==> config.mk <==
export PLATFORM = sky130hd
export DESIGN_NAME = mem_access_flat
export DESIGN_NICKNAME = d
export VERILOG_FILES = /design/src/rtl/mem_access_pkg.sv /design/src/rtl/mem_access_if.sv /design/src/rtl/mem_access_fmt.sv /design/src/rtl/mem_access.sv /design/src/flat_wrapper.sv
export SDC_FILE = /design/constraint.sdc
export NUM_CORES = 1
export LEC_CHECK = 0
export BUFFER_PORTS_ARGS = -buffer_cell sky130_fd_sc_hd__buf_2
export CORE_MARGIN = 3
export CORE_UTILIZATION = 45
export DETAILED_ROUTE_END_ITERATION = 8
export PLACE_DENSITY = 0.76
export REMOVE_ABC_BUFFERS = 1
export SLEW_MARGIN = 25
export SYNTH_ARGS = -nofsm -noshare
export SYNTH_HDL_FRONTEND = slang
export SYNTH_HIERARCHICAL = 1
export SYNTH_SLANG_ARGS = --single-unit
==> constraint.sdc <==
create_clock -name clk -period 6.1 [get_ports clk]
set_input_delay 1.22 -clock clk [delete_from_list [all_inputs] [get_ports clk]]
set_output_delay 1.22 -clock clk [all_outputs]
set_load 0.03 [all_outputs]
==> src/rtl/mem_access_pkg.sv <==
// mem_access_pkg: shared encodings for the MEM pipeline stage.
//   - MEMOP_* : 4-bit memory operation codes carried in ex_mem
//   - ST_*    : FSM state encodings (IDLE/BUSY/DONE), also seen on dbg_state
//   - STALL_NO, ZERO_DATA, ZERO_DATA_ADDR : pipeline-wide constants
//   - mem_size_e / memop_size() : access width implied by an op code
package mem_access_pkg;

    localparam int DATA_W     = 32;
    localparam int REG_ADDR_W = 5;

    localparam logic [3:0] MEMOP_NONE = 4'd0;
    localparam logic [3:0] MEMOP_LB   = 4'd1;
    localparam logic [3:0] MEMOP_LBU  = 4'd2;
    localparam logic [3:0] MEMOP_LH   = 4'd3;
    localparam logic [3:0] MEMOP_LHU  = 4'd4;
    localparam logic [3:0] MEMOP_LW   = 4'd5;
    localparam logic [3:0] MEMOP_SB   = 4'd6;
    localparam logic [3:0] MEMOP_SH   = 4'd7;
    localparam logic [3:0] MEMOP_SW   = 4'd8;

    localparam logic [1:0] ST_IDLE = 2'd0;
    localparam logic [1:0] ST_BUSY = 2'd1;
    localparam logic [1:0] ST_DONE = 2'd2;

    localparam logic STALL_NO = 1'b0;

    localparam logic [DATA_W-1:0]     ZERO_DATA      = '0;
    localparam logic [REG_ADDR_W-1:0] ZERO_DATA_ADDR = '0;

    typedef enum logic [1:0] {
        SIZE_NONE = 2'd0,
        SIZE_B    = 2'd1,
        SIZE_H    = 2'd2,
        SIZE_W    = 2'd3
    } mem_size_e;

    // Unknown op codes map to SIZE_NONE so they behave like an ALU op.
    function automatic mem_size_e memop_size(input logic [3:0] op);
        case (op)
            MEMOP_LB, MEMOP_LBU, MEMOP_SB: memop_size = SIZE_B;
            MEMOP_LH, MEMOP_LHU, MEMOP_SH: memop_size = SIZE_H;
            MEMOP_LW, MEMOP_SW:            memop_size = SIZE_W;
            default:                       memop_size = SIZE_NONE;
        endcase
    endfunction

endpackage

==> src/rtl/mem_access_if.sv <==
// mem_access_if: req/ack data bus between the MEM stage and the data memory.
//   req   : access requested; held with we/addr/be/wdata stable until ack
//   we    : 1 = store, 0 = load
//   addr  : word address, [1:0] always zero
//   be    : little-endian byte enables
//   wdata : store data, lane-replicated
//   rdata : read data, valid in the cycle ack=1
//   ack   : single-cycle completion pulse
// Handshake: the master raises req with a stable payload; the slave answers
// with exactly one ack pulse; req drops at the edge that samples ack. A
// request may be abandoned by reset, and an ack with no pending req is ignored.
interface mem_access_if
    import mem_access_pkg::*;
#(
    parameter int ADDR_W = 32
);
    logic              req;
    logic              we;
    logic [ADDR_W-1:0] addr;
    logic [3:0]        be;
    logic [DATA_W-1:0] wdata;
    logic [DATA_W-1:0] rdata;
    logic              ack;

    modport master (output req, we, addr, be, wdata, input rdata, ack);
    modport slave  (input req, we, addr, be, wdata, output rdata, ack);
endinterface

==> src/rtl/mem_access_fmt.sv <==
// mem_access_fmt: combinational lane formatting for the MEM stage.
//   memop    in  : operation code
//   addr_lo  in  : byte offset within the word
//   sdata    in  : raw store data (rt)
//   rdata    in  : captured read word
//   be       out : byte enables for the access
//   wdata    out : store data replicated across lanes
//   ldata    out : selected and sign/zero-extended load result
//   misalign out: half/word access not naturally aligned
//   is_mem   out : op touches memory
//   is_store out: op is a store
module mem_access_fmt
    import mem_access_pkg::*;
(
    input  logic [3:0]        memop,
    input  logic [1:0]        addr_lo,
    input  logic [DATA_W-1:0] sdata,
    input  logic [DATA_W-1:0] rdata,
    output logic [3:0]        be,
    output logic [DATA_W-1:0] wdata,
    output logic [DATA_W-1:0] ldata,
    output logic              misalign,
    output logic              is_mem,
    output logic              is_store
);
    mem_size_e size;
    logic      sext;
    logic [7:0]  byte_sel;
    logic [15:0] half_sel;

    always_comb begin
        size     = memop_size(memop);
        sext     = (memop == MEMOP_LB) || (memop == MEMOP_LH);
        is_mem   = (size != SIZE_NONE);
        is_store = (memop == MEMOP_SB) || (memop == MEMOP_SH) || (memop == MEMOP_SW);

        case (addr_lo)
            2'd0:    byte_sel = rdata[7:0];
            2'd1:    byte_sel = rdata[15:8];
            2'd2:    byte_sel = rdata[23:16];
            default: byte_sel = rdata[31:24];
        endcase
        half_sel = addr_lo[1] ? rdata[31:16] : rdata[15:0];

        be       = 4'b0000;
        wdata    = sdata;
        ldata    = rdata;
        misalign = 1'b0;
        case (size)
            SIZE_B: begin
                be    = 4'b0001 << addr_lo;
                wdata = {4{sdata[7:0]}};
                ldata = {{24{sext & byte_sel[7]}}, byte_sel};
            end
            SIZE_H: begin
                misalign = addr_lo[0];
                be       = addr_lo[1] ? 4'b1100 : 4'b0011;
                wdata    = {2{sdata[15:0]}};
                ldata    = {{16{sext & half_sel[15]}}, half_sel};
            end
            SIZE_W: begin
                misalign = (addr_lo != 2'b00);
                be       = 4'b1111;
            end
            default: ;
        endcase
    end
endmodule

==> src/rtl/mem_access.sv <==
// mem_access: MEM pipeline stage. Performs the load/store held in ex_mem over
// the req/ack bus and drives the write-back triple into mem_wb.
//   clk, rst        : clock, asynchronous active-high reset
//   stall           : STALL_NO = instruction in MEM advances at this edge
//   ex_*            : instruction fields from ex_mem
//   mem_wdata/waddr/we : write-back triple to mem_wb
//   mem_misalign    : address error for the current instruction
//   stall_req       : freeze the pipeline through MEM
//   dbg_state       : current FSM state (ST_IDLE/ST_BUSY/ST_DONE)
//   bus             : data bus, master side
// ALU ops pass through combinationally. An aligned memory op spends one IDLE
// cycle launching the request, BUSY until ack, then DONE until the pipeline
// advances.
module mem_access
    import mem_access_pkg::*;
#(
    parameter int ADDR_W = 32
) (
    input  logic                  clk,
    input  logic                  rst,
    input  logic                  stall,
    input  logic [DATA_W-1:0]     ex_wdata,
    input  logic [REG_ADDR_W-1:0] ex_waddr,
    input  logic                  ex_we,
    input  logic [3:0]            ex_memop,
    input  logic [ADDR_W-1:0]     ex_maddr,
    input  logic [DATA_W-1:0]     ex_sdata,
    output logic [DATA_W-1:0]     mem_wdata,
    output logic [REG_ADDR_W-1:0] mem_waddr,
    output logic                  mem_we,
    output logic                  mem_misalign,
    output logic                  stall_req,
    output logic [1:0]            dbg_state,
    mem_access_if.master          bus
);
    logic [1:0]        state_q, state_d;
    logic              bus_req_q, bus_req_d;
    logic              bus_we_q, bus_we_d;
    logic [ADDR_W-1:0] bus_addr_q, bus_addr_d;
    logic [3:0]        bus_be_q, bus_be_d;
    logic [DATA_W-1:0] bus_wdata_q, bus_wdata_d;
    logic [DATA_W-1:0] rdata_q, rdata_d;

    logic [3:0]        fmt_be;
    logic [DATA_W-1:0] fmt_wdata;
    logic [DATA_W-1:0] fmt_ldata;
    logic              fmt_misalign;
    logic              fmt_is_mem;
    logic              fmt_is_store;
    logic              go;

    mem_access_fmt u_fmt (
        .memop    (ex_memop),
        .addr_lo  (ex_maddr[1:0]),
        .sdata    (ex_sdata),
        .rdata    (rdata_q),
        .be       (fmt_be),
        .wdata    (fmt_wdata),
        .ldata    (fmt_ldata),
        .misalign (fmt_misalign),
        .is_mem   (fmt_is_mem),
        .is_store (fmt_is_store)
    );

    assign go = fmt_is_mem & ~fmt_misalign;

    always_comb begin
        state_d     = state_q;
        bus_req_d   = bus_req_q;
        bus_we_d    = bus_we_q;
        bus_addr_d  = bus_addr_q;
        bus_be_d    = bus_be_q;
        bus_wdata_d = bus_wdata_q;
        rdata_d     = rdata_q;
        case (state_q)
            ST_IDLE: begin
                if (go) begin
                    state_d     = ST_BUSY;
                    bus_req_d   = 1'b1;
                    bus_we_d    = fmt_is_store;
                    bus_addr_d  = {ex_maddr[ADDR_W-1:2], 2'b00};
                    bus_be_d    = fmt_be;
                    bus_wdata_d = fmt_wdata;
                end
            end
            ST_BUSY: begin
                // Payload registers keep their value after ack; only req drops.
                if (bus.ack) begin
                    rdata_d   = bus.rdata;
                    bus_req_d = 1'b0;
                    state_d   = ST_DONE;
                end
            end
            ST_DONE: begin
                if (stall == STALL_NO) begin
                    state_d = ST_IDLE;
                end
            end
            default: state_d = ST_IDLE;
        endcase
    end

    always_ff @(posedge clk or posedge rst) begin
        if (rst) begin
            state_q     <= ST_IDLE;
            bus_req_q   <= 1'b0;
            bus_we_q    <= 1'b0;
            bus_addr_q  <= '0;
            bus_be_q    <= 4'b0000;
            bus_wdata_q <= '0;
            rdata_q     <= '0;
        end else begin
            state_q     <= state_d;
            bus_req_q   <= bus_req_d;
            bus_we_q    <= bus_we_d;
            bus_addr_q  <= bus_addr_d;
            bus_be_q    <= bus_be_d;
            bus_wdata_q <= bus_wdata_d;
            rdata_q     <= rdata_d;
        end
    end

    // Output mux. ex_mem is frozen while this op is in flight, so ex_* still
    // describe it in DONE (including the lane offset for load extraction).
    always_comb begin
        mem_wdata    = ex_wdata;
        mem_waddr    = ex_waddr;
        mem_we       = ex_we;
        mem_misalign = fmt_misalign;
        stall_req    = 1'b0;
        if (fmt_is_mem) begin
            mem_we = 1'b0;
            if (!fmt_misalign) begin
                stall_req = (state_q != ST_DONE);
                if (state_q == ST_DONE) begin
                    mem_we = ex_we;
                    if (!fmt_is_store) begin
                        mem_wdata = fmt_ldata;
                    end
                end
            end
        end
        if (rst) begin
            mem_wdata    = ZERO_DATA;
            mem_waddr    = ZERO_DATA_ADDR;
            mem_we       = 1'b0;
            mem_misalign = 1'b0;
            stall_req    = 1'b0;
        end
    end

    assign dbg_state = state_q;
    assign bus.req   = bus_req_q;
    assign bus.we    = bus_we_q;
    assign bus.addr  = bus_addr_q;
    assign bus.be    = bus_be_q;
    assign bus.wdata = bus_wdata_q;

endmodule

==> src/flat_wrapper.sv <==
// flat-port wrapper written by rule: the top's interface ports become plain ports
module mem_access_flat import mem_access_pkg::*;
#(
    parameter int ADDR_W = 32
)
  (clk, rst, stall, ex_wdata, ex_waddr, ex_we, ex_memop, ex_maddr, ex_sdata, mem_wdata, mem_waddr, mem_we, mem_misalign, stall_req, dbg_state, bus_req, bus_we, bus_addr, bus_be, bus_wdata, bus_rdata, bus_ack);
  mem_access_if #(.ADDR_W(ADDR_W)) bus_i ();
  input  logic clk;
  input  logic rst;
  input  logic stall;
  input  logic [DATA_W-1:0] ex_wdata;
  input  logic [REG_ADDR_W-1:0] ex_waddr;
  input  logic ex_we;
  input  logic [3:0] ex_memop;
  input  logic [ADDR_W-1:0] ex_maddr;
  input  logic [DATA_W-1:0] ex_sdata;
  output logic [DATA_W-1:0] mem_wdata;
  output logic [REG_ADDR_W-1:0] mem_waddr;
  output logic mem_we;
  output logic mem_misalign;
  output logic stall_req;
  output logic [1:0] dbg_state;
  output wire logic [$bits(bus_i.req)-1:0] bus_req;
  output wire logic [$bits(bus_i.we)-1:0] bus_we;
  output wire logic [$bits(bus_i.addr)-1:0] bus_addr;
  output wire logic [$bits(bus_i.be)-1:0] bus_be;
  output wire logic [$bits(bus_i.wdata)-1:0] bus_wdata;
  input wire logic [$bits(bus_i.rdata)-1:0] bus_rdata;
  input wire logic [$bits(bus_i.ack)-1:0] bus_ack;
  assign bus_req = bus_i.req;
  assign bus_we = bus_i.we;
  assign bus_addr = bus_i.addr;
  assign bus_be = bus_i.be;
  assign bus_wdata = bus_i.wdata;
  assign bus_i.rdata = bus_rdata;
  assign bus_i.ack = bus_ack;
  mem_access #(.ADDR_W(ADDR_W)) u_core (.clk(clk), .rst(rst), .stall(stall), .ex_wdata(ex_wdata), .ex_waddr(ex_waddr), .ex_we(ex_we), .ex_memop(ex_memop), .ex_maddr(ex_maddr), .ex_sdata(ex_sdata), .mem_wdata(mem_wdata), .mem_waddr(mem_waddr), .mem_we(mem_we), .mem_misalign(mem_misalign), .stall_req(stall_req), .dbg_state(dbg_state), .bus(bus_i));
endmodule
Word level (Yosys, flattened, before mapping). Memory sizes are Yosys's and may differ from the RTL's. Cells that the tools add are included.

Register bits after elaboration: 102. Memories: 1. Input port bits: 142. ROM bits: 32.

Shifts and indexed selects: 1. Eq/ne operators: 16. Reductions and logical operators: 12. Bitwise gates (word level): 4. Mux-type cells: 28.

Memory list: (name not given) (words 16, bits a word 2, read ports 1, clocked after Yosys merged registers in 0, write ports 0, line mem_access_pkg.sv:39) `case (op)`.

Operators with widths (number): $mux 32 (5); $pmux 32 s2 (2); $pmux 8 s3 (1); $mux 16 (1); $pmux 4 s3 (1); $mux 1 (10); $eq 2x2->1 const B (4); $eq 4x3->1 const B (2); $eq 2x1->1 const B (3); $mux 2 (3); $ne 2x2->1 const B (3); $pmux 2 s3 (1); $reduce_and 3->1 (2); $reduce_bool 2->1 (3); $mux 5 (1); $eq 4x1->1 const B (1); $eq 4x2->1 const B (1); $eq 4x4->1 const B (1); $logic_not 2->1 (2); $mux 4 (1); $pmux 1 s2 (2); $reduce_and 2->1 (2); $shl 1x2->4 const A (1); $and 1x1->1 (3); 3 further kinds (5).

Depth between registers and ports, before layout. Gate-level depths: netlist (run 1).

Depth in word-level cells: 9. Depth in mapped cells: 14. Depth with buffers taken out: 11.

Hierarchy. Netlist (run 1), hierarchy kept.

By module, submodules not included: mem_access (cells each 340, instances 1, sequential area each 2552.4 um^2, area each 4518.1 um^2); mem_access_fmt (cells each 215, instances 1, sequential area each 0.0 um^2, area each 1519.0 um^2).

Least setup slack after synthesis (run 1). OpenSTA, ideal clock, no wires.

Path type: input port to output port. From: in ex_memop[0]. To: out mem_wdata[10]. Slack: 1.233 ns. Buffers on the path: 2. Cell stages on the path: 13. Arrival time: 3.647 ns. Path through: inv_1 ha_1 nand3b_1 o21a_1 inv_1 ha_1 clkbuf_1 a21oi_1 nor2_1 nand2b_4 nor3_4 buf_6 mux2i_1.

Elaborated cells on any way between the ends: 21.

RTL lines: start, declared (line flat_wrapper.sv:14) `input logic [3:0] ex_memop;`; $mem_v2 16x2 *; $eq 2x2->1 (line mem_access_fmt.sv:49) `case (size)`; $pmux 1 s2 * (line mem_access_fmt.sv:49); named net u_core.fmt_misalign (line mem_access.sv:47) `logic fmt_misalign;`; $mux 32 * (line mem_access.sv:133) `if (!fmt_misalign) begin`; $mux 32 * (line mem_access.sv:131) `if (fmt_is_mem) begin`; $mux 32 * (line mem_access.sv:143) `if (rst) begin`; end, declared (line flat_wrapper.sv:17) `output logic [DATA_W-1:0] mem_wdata;`.

Mark *: on every way through the listed nets, which the timed path passes. The rest lies on a longest branch.

Final worst setup path (run 1).
From: in ex_memop[0]. To: out mem_wdata[8].

Cells in the longest elaborated chain, start to end: 9. Elaborated cells on any way between the ends: 21.

Ends and longest elaborated chain: parallel branches: the longest is 3 deep, another holds $mem_v2 16x2; $pmux 32 s2 * (line mem_access_fmt.sv:49); named net u_core.fmt_ldata[8] (line mem_access.sv:46) `logic [DATA_W-1:0] fmt_ldata;`; $mux 32 * (line mem_access.sv:137) `if (!fmt_is_store) begin`; $mux 32 * (line mem_access.sv:135) `if (state_q == ST_DONE) begin`; $mux 32 * (line mem_access.sv:133); $mux 32 * (line mem_access.sv:131); $mux 32 * (line mem_access.sv:143).

Mark *: on every way through the listed nets, which the timed path passes.

==> qor.csv, run 1 <==
stage,metric,value,unit
status,status,finished clean,
route,Avg Vias per Cell,5.45,
setup_path,critical path launch point type,primary input,
setup_path,crit-path cells,"buf_2, inv_1, ha_1, nand3b_1, a21boi_0, inv_1, ha_1, nand2b_1, o22a_1, o221ai_1, nand2_1, mux2i_1, buf_2",
setup_path,Required @ worst endpoint,4.88,ns
finish,fin nets,924,
logic_synthesis,cell count after synthesis,555,
timing,RSZ-0062 raised after global routing,false,
logic_synthesis,register area share after synthesis,42.3,%
timing,final hold vios,0,
logic_synthesis,synth warn,6,
finish,Antenna diodes,0,
power_and_ir_drop,Final Power,3.65,mW
logic_synthesis,"Avg Cell Area, Syn",10.9,um^2
route,wire per inst,17.7,um
logic_synthesis,Synth Cell Area,6040,um^2
logic_synthesis,asr flop ratio synth,100,%
finish,Layout fillers,1119,
placement,I/O Buffers,251,
global_routing,number of global-route vias before repair,5354,
finish,Layout Utilization,59.0,%
global_routing,Total GRT Usage,22.6,%
worst_hold_path,Hold Path Class,reg2reg,
power_and_ir_drop,Power per Cell Area,481,nW/um^2
timing,worst rel slew slack,34.1,%
route,Total Wirelength,16.8,mm
timing,Fmax,184,MHz
floorplanning,core area,12900,um^2
placement,DP HPWL,12.3,mm
logic_synthesis,Main synth FF type,dfrtp_1,
finish,Area Growth Syn to Fin,25.8,%
logic_synthesis,most common cell in the netlist,dfrtp_1,
logic_synthesis,Area contributors post-synth,"dfrtp_1 (42%), mux2_2 (17%), nand2_1 (6.2%)",
timing,final setup violation count,0,
logic_synthesis,Synth area leader,dfrtp_1,
global_routing,initial antenna violation count,0,
cts,htree depth,3,
setup_path,CP max FO,25,
logic_synthesis,Post-synth EDFFs,0,
finish,share of layout cells above drive strength 1,47.9,%
route,drt first pass iters,5,
floorplanning,die area,14800,um^2
setup_path,slowest library cell on the worst path,o22a_1,
cts,TritonCTS Buffers,9,
timing,worst-margin pin slew,0.989,ns
timing,Final period util,89.3,%
cts,clock slew at reported path FFs,0.07,ns
setup_path,Worst Setup End Kind,primary output,
flow_run,max-cap viol count,0,
setup_path,critical setup path kind,in2out,
power_and_ir_drop,Worst VDD drop,0.369,mV
global_routing,Overflow after GRT,0,
floorplanning,Core Rows,41,
timing,Tmin final,5.45,ns
logic_synthesis,top-area cell type share of the netlist area,42.3,%
cts,post-CTS setup buffers,0,
cts,clk_lat worst skew,0.35,ns
floorplanning,Die Span X,122,um
floorplanning,I/O Pins,254,
floorplanning,Initial Util,46.9,%
route,Iteration-0 DRC Markers,383,
logic_synthesis,synth cell count leaders,"dfrtp_1 (102), nand2_1 (99), mux2_2 (89)",
timing,"Slew Viols, Final",0,
setup_path,"slowest stage delay, CP",0.81,ns
timing,worst-case clock skew,0.00590,ns
timing,setup ws final,0.654,ns
timing,Fin Setup TNS,0,ns
global_routing,largest net degree at the start of global routing,105,
cts,TritonCTS clock tree,done,
placement,post-placement setup slack,0.667,ns
power_and_ir_drop,P_leak,3.70,nW
cts,Sinks on Clock Net,102,
cts,worst-case clock buffer depth,2,
cts,Root Driver,clkbuf_16,
floorplanning,Die Ht,122,um
cts,CTS Hold Bufs,0,
logic_synthesis,"FF+latch count, synth",102,
route,routed vias,5183,
placement,Placer Congestion,0.825,
logic_synthesis,Unique masters post-synth,42,
setup_path,crit path DAT,4.23,ns
route,number of routed nets with antenna violations,0,
global_routing,first-pass GRT wire length,26.7,mm
route,# DRC,0,
cts,post-cts resize count,0,
[path summary, 6_finish.rpt]
kind | endpoint | slack, ns | cells past startpoint | start
min reg2reg | u_core/bus.addr[19] | 0.49 | 1 | u_core/bus.addr[19]
max | mem_wdata[8] | 0.65 | 13 | ex_memop[0]
max in group asynchronous | u_core/bus.addr[31] | 3.76 | 3 | rst
min in group asynchronous | u_core/rdata_q[15] | 1.06 | 2 | rst
max reg2reg | u_core/bus.wdata[17] | 4.20 | 3 | u_core/dbg_state[0]
min | u_core/bus.addr[19] | 0.49 | 1 | u_core/bus.addr[19]
[final cells by class]
cell class | instances | area, um^2 | share of cell area [%]
inverter | 12 | 50.0 | 0.659
clock inverter | 5 | 70.1 | 0.923
tap | 172 | 215 | 2.83
clock buffer | 11 | 253 | 3.33
multi-input combinational | 390 | 3140 | 41.3
timing repair buffer | 259 | 1320 | 17.3
sequential | 102 | 2550 | 33.6
[per-layer routing]
layer  part of all wire (%)  vias to the layer above  routed length (um)  global-route usage, %
li1                       -                     2420                   -                      -
met1                     39                     2512                6510                   26.9
met2                     52                      223                8780                   39.9
met3                    7.3                       28                1230                   5.80
met4                    1.8                        0                 309                   7.70
met5                      0                        -                   0                      0
[cell usage in the layout (no fill, tap or decap), drive strengths merged, types with 2 or more instances in the layout]
cell / synthesis / layout
mux4: 7 / 7
conb: 1 / 2
o221ai: 9 / 9
o21ai: 4 / 4
nand2b: 3 / 3
inv: 9 / 13
a22oi: 32 / 32
nor3b: 2 / 2
nor3: 2 / 2
ha: 8 / 8
clkbuf: 18 / 11
nor2: 15 / 15
and2: 9 / 9
a21oi: 14 / 14
dfrtp: 102 / 102
nand2: 99 / 99
a22o: 15 / 15
mux2i: 35 / 35
clkinv: 3 / 3
o211ai: 2 / 2
mux2: 100 / 100
nor2b: 7 / 7
o2bb2ai: 8 / 8
a221o: 7 / 7
nand3b: 2 / 2
a21o: 2 / 2
buf: 34 / 259
[worst max-delay path: cells and delay by family]
family          cells  cell delay (ns)
buf+inv             4             0.48
compound gates      3             1.43
fa+ha+maj           2             0.59
simple gates        3             0.39
mux                 1             0.09
[stage by stage]
step	hold WS, ns	instances	area (um^2)
after floorplan	0.504	504	5740
after global placement	0.457	935	7270
after detailed placement	0.475	935	7270
after CTS	0.494	951	7590
after global routing	0.510	951	7590
final	0.491	951	7590
[sequential cells by signal, summed over array words and instances, names as in the netlist]
register / count
u_core/bus.be: 4
u_core/bus.req: 1
u_core/bus.we: 1
u_core/bus.wdata: 32
u_core/bus.addr: 30
u_core/dbg_state: 2
u_core/rdata_q: 32
[logic make-up (layout without fill, tap and decap cells)]
group                    Yosys count  in the layout  synth area share [%]
AND/OR/NAND/NOR                  141            141                  10.4
buffers and inverters             64            287                  5.80
AO/OA/AOI/OAI                     97             97                  12.5
adder cells (fa/ha/maj)            8              8                  1.66
other                              1              2                0.0621
multiplexers                     142            142                  27.3
flip-flops                       102            102                  42.3
[power by group]
group	switching, mW	internal [mW]	total (mW)
combinational	1.05	0.732	1.78
clock	0.270	0.350	0.620
sequential	0.235	1.02	1.25
Note: power is estimated with default switching activity, not from simulation.
==> inputs of run 2 (changes only) <==
GPL_TIMING_DRIVEN = 0   (was not set)
==> run 2 against run 1 <==
Critical endpoint is now mem_wdata[31]. Largest power group unchanged. Critical path type unchanged. Cell area rose by 0.81%. Non-clock buffer count rose by 4. Cell count rose by 0.32%. Critical path depth fell by 1.
==> qor.csv, run 2 (synthesis gave the netlist of run 1 again) <==
stage,metric,value,unit,change
floorplanning,I/O Pins,254,,unchanged
timing,worst-margin pin slew,0.935,ns,-0.0539 ns
route,drt first pass iters,4,,-1
placement,Placer Congestion,0.812,,-1.5%
finish,share of layout cells above drive strength 1,48.3,%,+0.46 points
power_and_ir_drop,Power per Cell Area,478,nW/um^2,-0.51%
global_routing,Total GRT Usage,22.5,%,-0.12 points
worst_hold_path,Hold Path Class,reg2reg,,
finish,Area Growth Syn to Fin,26.8,%,
route,wire per inst,18.0,um,+1.5%
setup_path,CP max FO,41,,+64%
cts,clock slew at reported path FFs,0.07,ns,about the same
placement,Inst Count DP,939,,+0.43%
floorplanning,die area,14800,um^2,unchanged
global_routing,first-pass GRT wire length,26.5,mm,-0.83%
floorplanning,Die Span X,122,um,unchanged
power_and_ir_drop,Worst VDD drop,0.331,mV,-10%
global_routing,number of global-route vias before repair,5344,,-0.19%
timing,worst-case clock skew,0.00516,ns,-0.000733 ns
finish,"commonest non-fill, non-tap cell in the layout",buf_2,,
timing,worst rel slew slack,37.7,%,+3.6 points
cts,CTS Hold Bufs,0,,unchanged
route,Avg Vias per Cell,5.47,,+0.32%
finish,most frequent cells in the layout,"buf_2 (253), dfrtp_1 (102), nand2_1 (99), mux2_2 (89), mux2i_1 (35)",,
finish,Antenna diodes,0,,unchanged
route,Total Wirelength,17.1,mm,+1.8%
global_routing,initial antenna violation count,0,,unchanged
timing,Final period util,90.7,%,+1.4 points
setup_path,"Top cell by count, worst path",buf_2,,
route,# DRC,0,,unchanged
setup_path,slowest library cell on the worst path,ha_2,,
setup_path,Worst Setup End Kind,primary output,,
cts,TritonCTS Buffers,9,,unchanged
floorplanning,Core Rows,41,,unchanged
timing,final hold vios,0,,unchanged
status,status,finished clean,,
cts,post-CTS setup buffers,0,,unchanged
placement,DP HPWL,12.4,mm,+0.89%
timing,Fmax,181,MHz,-1.6%
cts,htree depth,3,,unchanged
route,routed vias,5216,,+0.64%
cts,Root Driver,clkbuf_16,,
cts,clk_lat worst skew,0.35,ns,about the same
route,number of routed nets with antenna violations,0,,unchanged
setup_path,crit path DAT,4.31,ns,+0.08 ns
flow_run,max-cap viol count,0,,unchanged
global_routing,largest net degree at the start of global routing,101,,-3.8%
placement,"Cell Area, Placed",7350,um^2,+1.1%
floorplanning,core area,12900,um^2,unchanged
power_and_ir_drop,P_leak,3.71,nW,+0.41%
setup_path,critical path launch point type,primary input,,
setup_path,crit-path cells,"buf_2, inv_1, ha_1, nand3b_1, a21boi_0, ha_2, inv_4, a21oi_4, a22oi_1, nand2_1, mux2i_1, buf_2",,
timing,"Slew Viols, Final",0,,unchanged
cts,Sinks on Clock Net,102,,unchanged
finish,Layout Utilization,59.5,%,+0.48 points
power_and_ir_drop,Final Power,3.66,mW,+0.29%
finish,Final Cell Area,7660,um^2,+0.81%
global_routing,Overflow after GRT,0,,unchanged
timing,Hold Slack,0.486,ns,-0.00479 ns
setup_path,"slowest stage delay, CP",0.64,ns,-0.17 ns
setup_path,critical setup path kind,in2out,,
finish,fin nets,928,,+0.43%
timing,final setup violation count,0,,unchanged
setup_path,worst reg2reg setup slack,4.08,ns,-0.12 ns
cts,TritonCTS clock tree,done,,
finish,Post-Layout Cell Count,954,,+0.32%
floorplanning,Initial Util,46.9,%,unchanged
cts,worst-case clock buffer depth,2,,unchanged
floorplanning,Die Ht,122,um,unchanged
setup_path,Required @ worst endpoint,4.88,ns,about the same
timing,Tmin final,5.53,ns,+0.0870 ns
timing,RSZ-0062 raised after global routing,false,,
route,Iteration-0 DRC Markers,356,,-7.0%
placement,I/O Buffers,251,,unchanged
-- run 2: critical path: cells and delay by family --
kind / cells / cell delay [ns]
muxes: 1 / 0.08
buffers and inverters: 4 / 0.76
and+or+nand+nor: 2 / 0.26
AOI/OAI and AO/OA: 3 / 1.13
adders and majority gates: 2 / 0.82
-- run 2: path summary, 6_finish.rpt --
path	start	to	cells after the start
worst max-delay path	ex_memop[1]	mem_wdata[31]	12
worst min-delay path	u_core/bus.req	u_core/bus.req	1
worst max register to register	u_core/dbg_state[0]	u_core/bus.addr[7]	5
worst min register to register	u_core/bus.req	u_core/bus.req	1
max in group asynchronous	rst	u_core/rdata_q[12]	3
min in group asynchronous	rst	u_core/bus.be[2]	2
-- run 2: layout make-up --
| cell class | instances | area (um^2) |
|---|---|---|
| Multi-Input combinational cell | 390 | 3140 |
| Inverter | 12 | 55.1 |
| Tap cell | 172 | 215 |
| Sequential cell | 102 | 2550 |
| Clock buffer | 10 | 229 |
| Timing Repair Buffer | 263 | 1400 |
| Clock inverter | 5 | 66.3 |
| Fill cell | 1104 | 5220 |
-- run 2: routing by layer --
layer  wire length, um  up-vias  GRT usage (%)  share of wire (%)
li1                  -     2426              -                  -
met1              6460     2549           26.3                 38
met2              9030      219           40.0                 53
met3              1400       22           7.15                8.2
met4               246        0           6.02                1.4
met5                 0        -              0                  0
-- run 2: repair_timing --
action | in CTS | in global routing
hold endpoints to repair | 0 | 0
setup endpoints to repair | 17 | 17
gates resized for setup | 1 | 1
-- run 2: power by group --
part           total [mW]  internal, mW  switching [mW]
combinational        1.82         0.754            1.07
sequential           1.26          1.02           0.241
clock               0.586         0.322           0.264
total                3.66          2.09            1.57
-- run 2: stage by stage --
step / TNS, ns / setup slack (ns)
floorplan: -2.32 / -0.0722
global placement: -89.45 / -1.39
detailed placement: -4.20 / -0.281
CTS: 0 / 0.126
global route: 0 / 0.287
finish: 0 / 0.567
